`config.mk`:
```
export PLATFORM = sky130hd
export DESIGN_NAME = store_unit_flat
export DESIGN_NICKNAME = d
export VERILOG_FILES = /design/src/rtl/store_unit_pkg.sv /design/src/rtl/store_unit_if.sv /design/src/rtl/store_lane_align.sv /design/src/rtl/store_unit.sv /design/src/flat_wrapper.sv
export SDC_FILE = /design/constraint.sdc
export NUM_CORES = 1
export LEC_CHECK = 0
export CAP_MARGIN = 10
export CORE_ASPECT_RATIO = 1.75
export CORE_UTILIZATION = 40
export CTS_CLUSTER_DIAMETER = 50
export DETAILED_ROUTE_END_ITERATION = 10
export GPL_ROUTABILITY_DRIVEN = 0
export PLACE_DENSITY = 0.74
export SLEW_MARGIN = 25
export SYNTH_ARGS = -nofsm -noshare
export SYNTH_HDL_FRONTEND = slang
export SYNTH_SLANG_ARGS = --single-unit
export TNS_END_PERCENT = 30
```
`constraint.sdc`:
```
create_clock -name clk -period 2 [get_ports clk]
set_clock_uncertainty 0.05 [all_clocks]
set_input_delay 0.4 -clock clk [delete_from_list [all_inputs] [get_ports clk]]
set_output_delay 0.4 -clock clk [all_outputs]
set_load 0.05 [all_outputs]
```
`src/rtl/store_unit_pkg.sv`:
```
// Shared definitions for the store unit: funct3 encodings, FSM state
// encoding and the per-size byte-strobe helper.
package store_unit_pkg;

    localparam logic [2:0] F3_SB = 3'b000;
    localparam logic [2:0] F3_SH = 3'b001;
    localparam logic [2:0] F3_SW = 3'b010;

    typedef enum logic [1:0] {
        ST_IDLE  = 2'b00,
        ST_BEAT0 = 2'b01,
        ST_BEAT1 = 2'b10,
        ST_FAULT = 2'b11
    } state_e;

    // Unshifted byte-enable pattern for a store size; zero marks an illegal funct3.
    function automatic logic [3:0] base_mask(input logic [2:0] f3);
        logic [3:0] m;
        case (f3)
            F3_SB:   m = 4'b0001;
            F3_SH:   m = 4'b0011;
            F3_SW:   m = 4'b1111;
            default: m = 4'b0000;
        endcase
        return m;
    endfunction

    function automatic logic f3_legal(input logic [2:0] f3);
        return (base_mask(f3) != 4'b0000);
    endfunction

endpackage

```
`src/rtl/store_unit_if.sv`:
```
// Request and memory-write-port bundle for the store unit.
// slave  = the store unit itself; master = the core/memory side driving it.
interface store_unit_if;
    logic        reqValid;
    logic        reqReady;
    logic [2:0]  funct3;
    logic [31:0] addr;
    logic [31:0] dataIn;
    logic        memValid;
    logic        memReady;
    logic [31:0] memAddr;
    logic [31:0] memWdata;
    logic [3:0]  memWstrb;
    logic        done;
    logic        fault;

    modport slave (
        input  reqValid, funct3, addr, dataIn, memReady,
        output reqReady, memValid, memAddr, memWdata, memWstrb, done, fault
    );

    modport master (
        output reqValid, funct3, addr, dataIn, memReady,
        input  reqReady, memValid, memAddr, memWdata, memWstrb, done, fault
    );
endinterface

```
`src/rtl/store_lane_align.sv`:
```
// Combinational lane alignment: positions store data and byte strobes
// across a 64-bit window starting at the containing word, so the upper
// half describes the spill-over into the next word.
module store_lane_align
    import store_unit_pkg::*;
(
    input  logic [2:0]  funct3_i,
    input  logic [1:0]  off_i,
    input  logic [31:0] data_i,
    output logic [7:0]  mask8_o,
    output logic [63:0] data64_o,
    output logic        crosses_word_o
);

    logic [31:0] data_masked_s;

    // Trim data to the store width, then shift data and strobes by the byte offset.
    always_comb begin
        case (funct3_i)
            F3_SB:   data_masked_s = {24'h000000, data_i[7:0]};
            F3_SH:   data_masked_s = {16'h0000, data_i[15:0]};
            F3_SW:   data_masked_s = data_i;
            default: data_masked_s = 32'h0000_0000;
        endcase
        mask8_o        = {4'b0000, base_mask(funct3_i)} << off_i;
        data64_o       = {32'h0000_0000, data_masked_s} << {off_i, 3'b000};
        crosses_word_o = (mask8_o[7:4] != 4'b0000);
    end

endmodule

```
`src/rtl/store_unit.sv`:
```
// Store unit: accepts SB/SH/SW requests, issues one or two word-aligned
// write beats over a valid/ready port, and pulses done or fault.
// A FAULT cycle also accepts a new request so a rejected store costs no
// bubble: reqReady is high alongside the fault pulse.
module store_unit
    import store_unit_pkg::*;
#(
    parameter bit SPLIT_MISALIGNED = 1'b1
) (
    input  logic         clk,
    input  logic         rst_n,
    store_unit_if.slave  bus
);

    state_e      state_q, state_d;
    logic        mem_valid_q, mem_valid_d;
    logic [31:0] mem_addr_q, mem_addr_d;
    logic [31:0] mem_wdata_q, mem_wdata_d;
    logic [3:0]  mem_wstrb_q, mem_wstrb_d;
    logic        done_q, done_d;
    logic        fault_q, fault_d;
    logic        need_b1_q, need_b1_d;
    logic [31:0] b1_data_q, b1_data_d;
    logic [3:0]  b1_strb_q, b1_strb_d;

    logic        req_ready_s;
    logic        accept_s;
    logic [7:0]  mask8_s;
    logic [63:0] data64_s;
    logic        crosses_s;

    store_lane_align u_align (
        .funct3_i       (bus.funct3),
        .off_i          (bus.addr[1:0]),
        .data_i         (bus.dataIn),
        .mask8_o        (mask8_s),
        .data64_o       (data64_s),
        .crosses_word_o (crosses_s)
    );

    assign req_ready_s  = ((state_q == ST_IDLE) || (state_q == ST_FAULT)) && rst_n;
    assign accept_s     = bus.reqValid && req_ready_s;

    assign bus.reqReady = req_ready_s;
    assign bus.memValid = mem_valid_q;
    assign bus.memAddr  = mem_addr_q;
    assign bus.memWdata = mem_wdata_q;
    assign bus.memWstrb = mem_wstrb_q;
    assign bus.done     = done_q;
    assign bus.fault    = fault_q;

    // Next-state and next-output logic; beat registers hold until a handshake.
    always_comb begin
        state_d     = state_q;
        mem_valid_d = mem_valid_q;
        mem_addr_d  = mem_addr_q;
        mem_wdata_d = mem_wdata_q;
        mem_wstrb_d = mem_wstrb_q;
        done_d      = 1'b0;
        fault_d     = 1'b0;
        need_b1_d   = need_b1_q;
        b1_data_d   = b1_data_q;
        b1_strb_d   = b1_strb_q;
        case (state_q)
            ST_IDLE, ST_FAULT: begin
                mem_valid_d = 1'b0;
                if (accept_s) begin
                    if (!f3_legal(bus.funct3) || (crosses_s && !SPLIT_MISALIGNED)) begin
                        state_d = ST_FAULT;
                        fault_d = 1'b1;
                    end else begin
                        state_d     = ST_BEAT0;
                        mem_valid_d = 1'b1;
                        mem_addr_d  = {bus.addr[31:2], 2'b00};
                        mem_wstrb_d = mask8_s[3:0];
                        mem_wdata_d = data64_s[31:0];
                        need_b1_d   = crosses_s;
                        b1_strb_d   = mask8_s[7:4];
                        b1_data_d   = data64_s[63:32];
                    end
                end else begin
                    state_d = ST_IDLE;
                end
            end
            ST_BEAT0: begin
                if (bus.memReady) begin
                    if (need_b1_q) begin
                        state_d     = ST_BEAT1;
                        mem_addr_d  = mem_addr_q + 32'd4;
                        mem_wstrb_d = b1_strb_q;
                        mem_wdata_d = b1_data_q;
                    end else begin
                        state_d     = ST_IDLE;
                        mem_valid_d = 1'b0;
                        done_d      = 1'b1;
                    end
                end else begin
                    state_d = ST_BEAT0;
                end
            end
            ST_BEAT1: begin
                if (bus.memReady) begin
                    state_d     = ST_IDLE;
                    mem_valid_d = 1'b0;
                    done_d      = 1'b1;
                end else begin
                    state_d = ST_BEAT1;
                end
            end
            default: begin
                state_d     = ST_IDLE;
                mem_valid_d = 1'b0;
            end
        endcase
    end

    // State, beat and pulse registers with synchronous active-low reset.
    always_ff @(posedge clk) begin
        if (!rst_n) begin
            state_q     <= ST_IDLE;
            mem_valid_q <= 1'b0;
            mem_addr_q  <= 32'h0000_0000;
            mem_wdata_q <= 32'h0000_0000;
            mem_wstrb_q <= 4'b0000;
            done_q      <= 1'b0;
            fault_q     <= 1'b0;
            need_b1_q   <= 1'b0;
            b1_data_q   <= 32'h0000_0000;
            b1_strb_q   <= 4'b0000;
        end else begin
            state_q     <= state_d;
            mem_valid_q <= mem_valid_d;
            mem_addr_q  <= mem_addr_d;
            mem_wdata_q <= mem_wdata_d;
            mem_wstrb_q <= mem_wstrb_d;
            done_q      <= done_d;
            fault_q     <= fault_d;
            need_b1_q   <= need_b1_d;
            b1_data_q   <= b1_data_d;
            b1_strb_q   <= b1_strb_d;
        end
    end

endmodule

```
`src/flat_wrapper.sv`:
```
// flat-port wrapper written by rule: the top's interface ports become plain ports
module store_unit_flat import store_unit_pkg::*;
#(
    parameter bit SPLIT_MISALIGNED = 1'b1
)
  (clk, rst_n, bus_reqValid, bus_funct3, bus_addr, bus_dataIn, bus_memReady, bus_reqReady, bus_memValid, bus_memAddr, bus_memWdata, bus_memWstrb, bus_done, bus_fault);
  store_unit_if bus_i ();
  input  logic clk;
  input  logic rst_n;
  input wire logic [$bits(bus_i.reqValid)-1:0] bus_reqValid;
  input wire logic [$bits(bus_i.funct3)-1:0] bus_funct3;
  input wire logic [$bits(bus_i.addr)-1:0] bus_addr;
  input wire logic [$bits(bus_i.dataIn)-1:0] bus_dataIn;
  input wire logic [$bits(bus_i.memReady)-1:0] bus_memReady;
  output wire logic [$bits(bus_i.reqReady)-1:0] bus_reqReady;
  output wire logic [$bits(bus_i.memValid)-1:0] bus_memValid;
  output wire logic [$bits(bus_i.memAddr)-1:0] bus_memAddr;
  output wire logic [$bits(bus_i.memWdata)-1:0] bus_memWdata;
  output wire logic [$bits(bus_i.memWstrb)-1:0] bus_memWstrb;
  output wire logic [$bits(bus_i.done)-1:0] bus_done;
  output wire logic [$bits(bus_i.fault)-1:0] bus_fault;
  assign bus_i.reqValid = bus_reqValid;
  assign bus_i.funct3 = bus_funct3;
  assign bus_i.addr = bus_addr;
  assign bus_i.dataIn = bus_dataIn;
  assign bus_i.memReady = bus_memReady;
  assign bus_reqReady = bus_i.reqReady;
  assign bus_memValid = bus_i.memValid;
  assign bus_memAddr = bus_i.memAddr;
  assign bus_memWdata = bus_i.memWdata;
  assign bus_memWstrb = bus_i.memWstrb;
  assign bus_done = bus_i.done;
  assign bus_fault = bus_i.fault;
  store_unit #(.SPLIT_MISALIGNED(SPLIT_MISALIGNED)) u_core (.clk(clk), .rst_n(rst_n), .bus(bus_i));
endmodule
```
==> flow_summary.ini <==
[timing]
hold_viol_final = 0
slew_headroom_pct = 65.2
finalCritPeriodShare_pct = 98.3
fin_crit_ns = 1.97
setup-violations-final = 0
rsz0062_at_grt = false
worst_pin_slew_ns = 0.521
fmax_mhz = 509
slew_violations = 0

[clock_network]
ctsHoldBuffers = 0
clk_pin_slew_ns = 0.07
cts-root-buf = clkbuf_16
ctsHtreeMaxLevel = 3
cts.sinks = 99
cts_tree = yes
clk_latency_ns = 0.34
numCtsBuffers = 9
clockBufferDepth = 2

[floorplanning]
core_area_um2 = 12400
die_area_um2 = 13100
row_count = 54
die_w_um = 87.0
initial_utilization_pct = 40.9
die_h_um = 151
ios = 143

[power_and_ir_drop]
clockPowerShare_pct = 29.3
p_leak_nw = 3.11
cellPowerDensity_nw_per_um2 = 788
switching_share_pct = 36.6
p_int_mw = 3.76
comb_power_share_pct = 32.3
peakVddDrop_mv = 0.427
switchingPower_mw = 2.17
p_seq_share_pct = 38.4

[synthesis]
synth_seq_cells = 99
postSynthCellCount = 610
ys_types = 68
synth_flop_cell = dfxtp_1
synth_top_family_by_area = compound AO/OA/AOI/OAI gates
synth_area_leaders = dfxtp_1 (39%), nor2_1 (5.4%), a21oi_1 (3.7%)
synth_top_area_share_pct = 39.2
ys_warn_count = 0
yosys.area_share.simple_pct = 21.3
yosys.area.top_type = dfxtp_1
synth_seq_area_share_pct = 39.2
synth_compound_area_share_pct = 30.6
synthesis.area_um2 = 5050
muxShareOfSynthArea_pct = 2.50
synthArstFlopShare_pct = 0
synth_edf_count = 0
synth_area_per_cell_um2 = 8.28
synth-xor-area-share_pct = 0.173
synthAdderAreaFrac_pct = 0.743

[route]
first_pass_iters = 10
num_vias = 5953
wire_per_inst_um = 19.5
drc = 1
vias_per_cell = 6.11
route.final.wire_length_um = 19100
postRouteAntennaNets = 0
drt_iter0_markers = 368

[grt]
grt_pass1_wl_um = 29200
antenna_found_initial = 0
groute.usage.overall_pct = 28.9
grt-ovfl-total = 0
grt_pass1_vias = 5930
grt_max_degree = 35

[hold_path]
holdPathStages = 2
whs_endpoint = u_core.bus.memWstrb[1]
hold_class = reg2reg
hold_start = u_core.bus.memWstrb[1]

[cells_and_area]
area_delta_synth_final_pct = 48.9
nets = 876
post-route-cell-area_um2 = 7520
antenna_cells = 0
drive_gt1_share_pct = 27.0
final_core_util_pct = 60.8

[placed_design]
placed_area_um2 = 7100
io_buffers = 140
dp_hpwl_um = 14500

[critical_path]
arrival_ns = 1.52
rr_worst_depth = 9
crit_path_start_kind = flip-flop
crit_fanout = 4
r2r-end = u_core.bus.memAddr[25]
regToRegStartpoint = u_core.state_q[0]
r2r_slack_ns = 0.10
required_ns = 1.55
endpoint_kind = primary output
path_class = reg2out

[run_status]
status = finished with violations
violations = DRC

[run]
cap_violations = 0
[state kept, by name (all words and copies together) (netlist names), 2 cells and up]
signal / count
u_core.b1_data_q: 24
u_core.b1_strb_q: 3
u_core.bus.memAddr: 30
u_core.bus.memWdata: 32
u_core.bus.memWstrb: 4
u_core.state_q: 2
[per-layer routing]
layer	up-vias	routed length [µm]	part of all wire (%)	global-route usage, %
met5	-	0	0	0
met4	0	1310	6.9	20.5
met3	102	1300	6.8	4.17
met2	355	9960	52	53.1
met1	2791	6490	34	29.0
li1	2705	-	-	-
[worst max-delay path, stage by stage, from the launching register on]
cell,delay (ns)
dfxtp_2,0.33
inv_2,0.04
ha_4,0.24
buf_4,0.14
and2_4,0.14
buf_4,0.14
buf_12,0.14
[cell families (layout without fill, tap and decap cells)]
family                     Yosys count  after routing
other                                1              2
AOI/OAI and AO/OA                  212            212
and+or+nand+nor                    220            220
buffers and inverters               62            258
DFF                                 99             99
adders and majority gates            3              3
muxes                               12             12
xor gates and xnor gates             1              1
[cell type report]
cell class / instances / area (µm²)
timing repair buffer: 229 / 2070
sequential: 99 / 2010
inverter: 13 / 48.8
multi-input combinational: 450 / 2890
fill: 1121 / 4840
tap: 168 / 210
clock buffer: 9 / 225
clock inverter: 7 / 67.6
[power by group through the flow]
| stage | clock network (mW) | logic [mW] | registers [mW] |
|---|---|---|---|
| after floorplan | 0 | 0.599 | 2.77 |
| after global placement | 0 | 1.83 | 2.31 |
| after detailed placement | 0 | 1.86 | 2.32 |
| after CTS | 1.75 | 1.88 | 2.27 |
| after global routing | 1.83 | 2.01 | 2.29 |
| final | 1.74 | 1.91 | 2.28 |
[how the worst max path moves through the flow]
stage / start / to / slack (ns) / depth (start not counted)
6_report: u_core.state_q[0] / bus_reqReady / 0.03 / 6
4_1_cts: bus_funct3[1] / u_core.bus.memAddr[21] / -0.005 / 7
3_5_place_dp: bus_funct3[0] / u_core.bus.memWdata[4] / -0.41 / 7
5_1_grt: u_core.bus.memAddr[2] / u_core.bus.memAddr[20] / 0.003 / 7
3_3_place_gp: bus_funct3[0] / u_core.bus.memWdata[4] / -0.39 / 7
2_1_floorplan: u_core.bus.memAddr[2] / u_core.bus.memAddr[20] / 0.01 / 7
[metrics by stage]
step	setup WS, ns	power (mW)	instances	hold WS, ns	TNS [ns]
after floorplan	0.0133	3.37	611	0.391	0
after global placement	-0.390	4.14	958	0.416	-20.77
after detailed placement	-0.414	4.18	958	0.438	-25.05
after CTS	-0.00499	5.90	974	0.450	-0.00499
after global routing	0.00260	6.13	975	0.472	0
final	0.0350	5.92	975	0.445	0
[synth_stat cells, types with 5 or more instances]
cell type,n
dfxtp_1,99
nor2_1,73
nand2_1,44
a21oi_1,37
o21ai_0,36
clkbuf_1,31
nor3_1,25
nand3_1,24
a22oi_1,22
a221oi_1,17
inv_1,12
nand4_1,12
buf_2,10
o211a_1,10
o31a_1,10
a32o_1,9
o211ai_1,9
o22ai_1,9
a222oi_1,8
mux2i_1,7
nor4_1,7
a22o_1,6
a31oi_1,5
and3_1,5
mux2_2,5
nor3_2,5
[repair_timing]
item	in CTS	in global routing
cloned	0	0
hold endpoints to repair	0	0
setup buffers	0	1
endpoints found under the setup margin	25	63
pin swaps	0	5
resized for setup	10	28
[placed cells by master, fill, tap and decap left out, types with 6 or more instances in the layout]
cell / Yosys / routed
a21oi_1: 37 / 35
a221oi_1: 17 / 16
a222oi_1: 8 / 8
a22o_1: 6 / 6
a22oi_1: 22 / 22
a32o_1: 9 / 9
buf_12: 0 / 7
buf_4: 4 / 131
clkbuf_16: 0 / 9
clkdlybuf4s50_1: 0 / 74
dfxtp_1: 99 / 79
dfxtp_2: 0 / 18
dlymetal6s2s_1: 0 / 11
inv_1: 12 / 11
mux2i_1: 7 / 7
nand2_1: 44 / 43
nand3_1: 24 / 23
nand4_1: 12 / 12
nor2_1: 73 / 70
nor3_1: 25 / 25
nor4_1: 7 / 6
o211a_1: 10 / 10
o211ai_1: 9 / 9
o21ai_0: 36 / 36
o22ai_1: 9 / 9
o31a_1: 10 / 10
(Power assumes the default switching activity.)
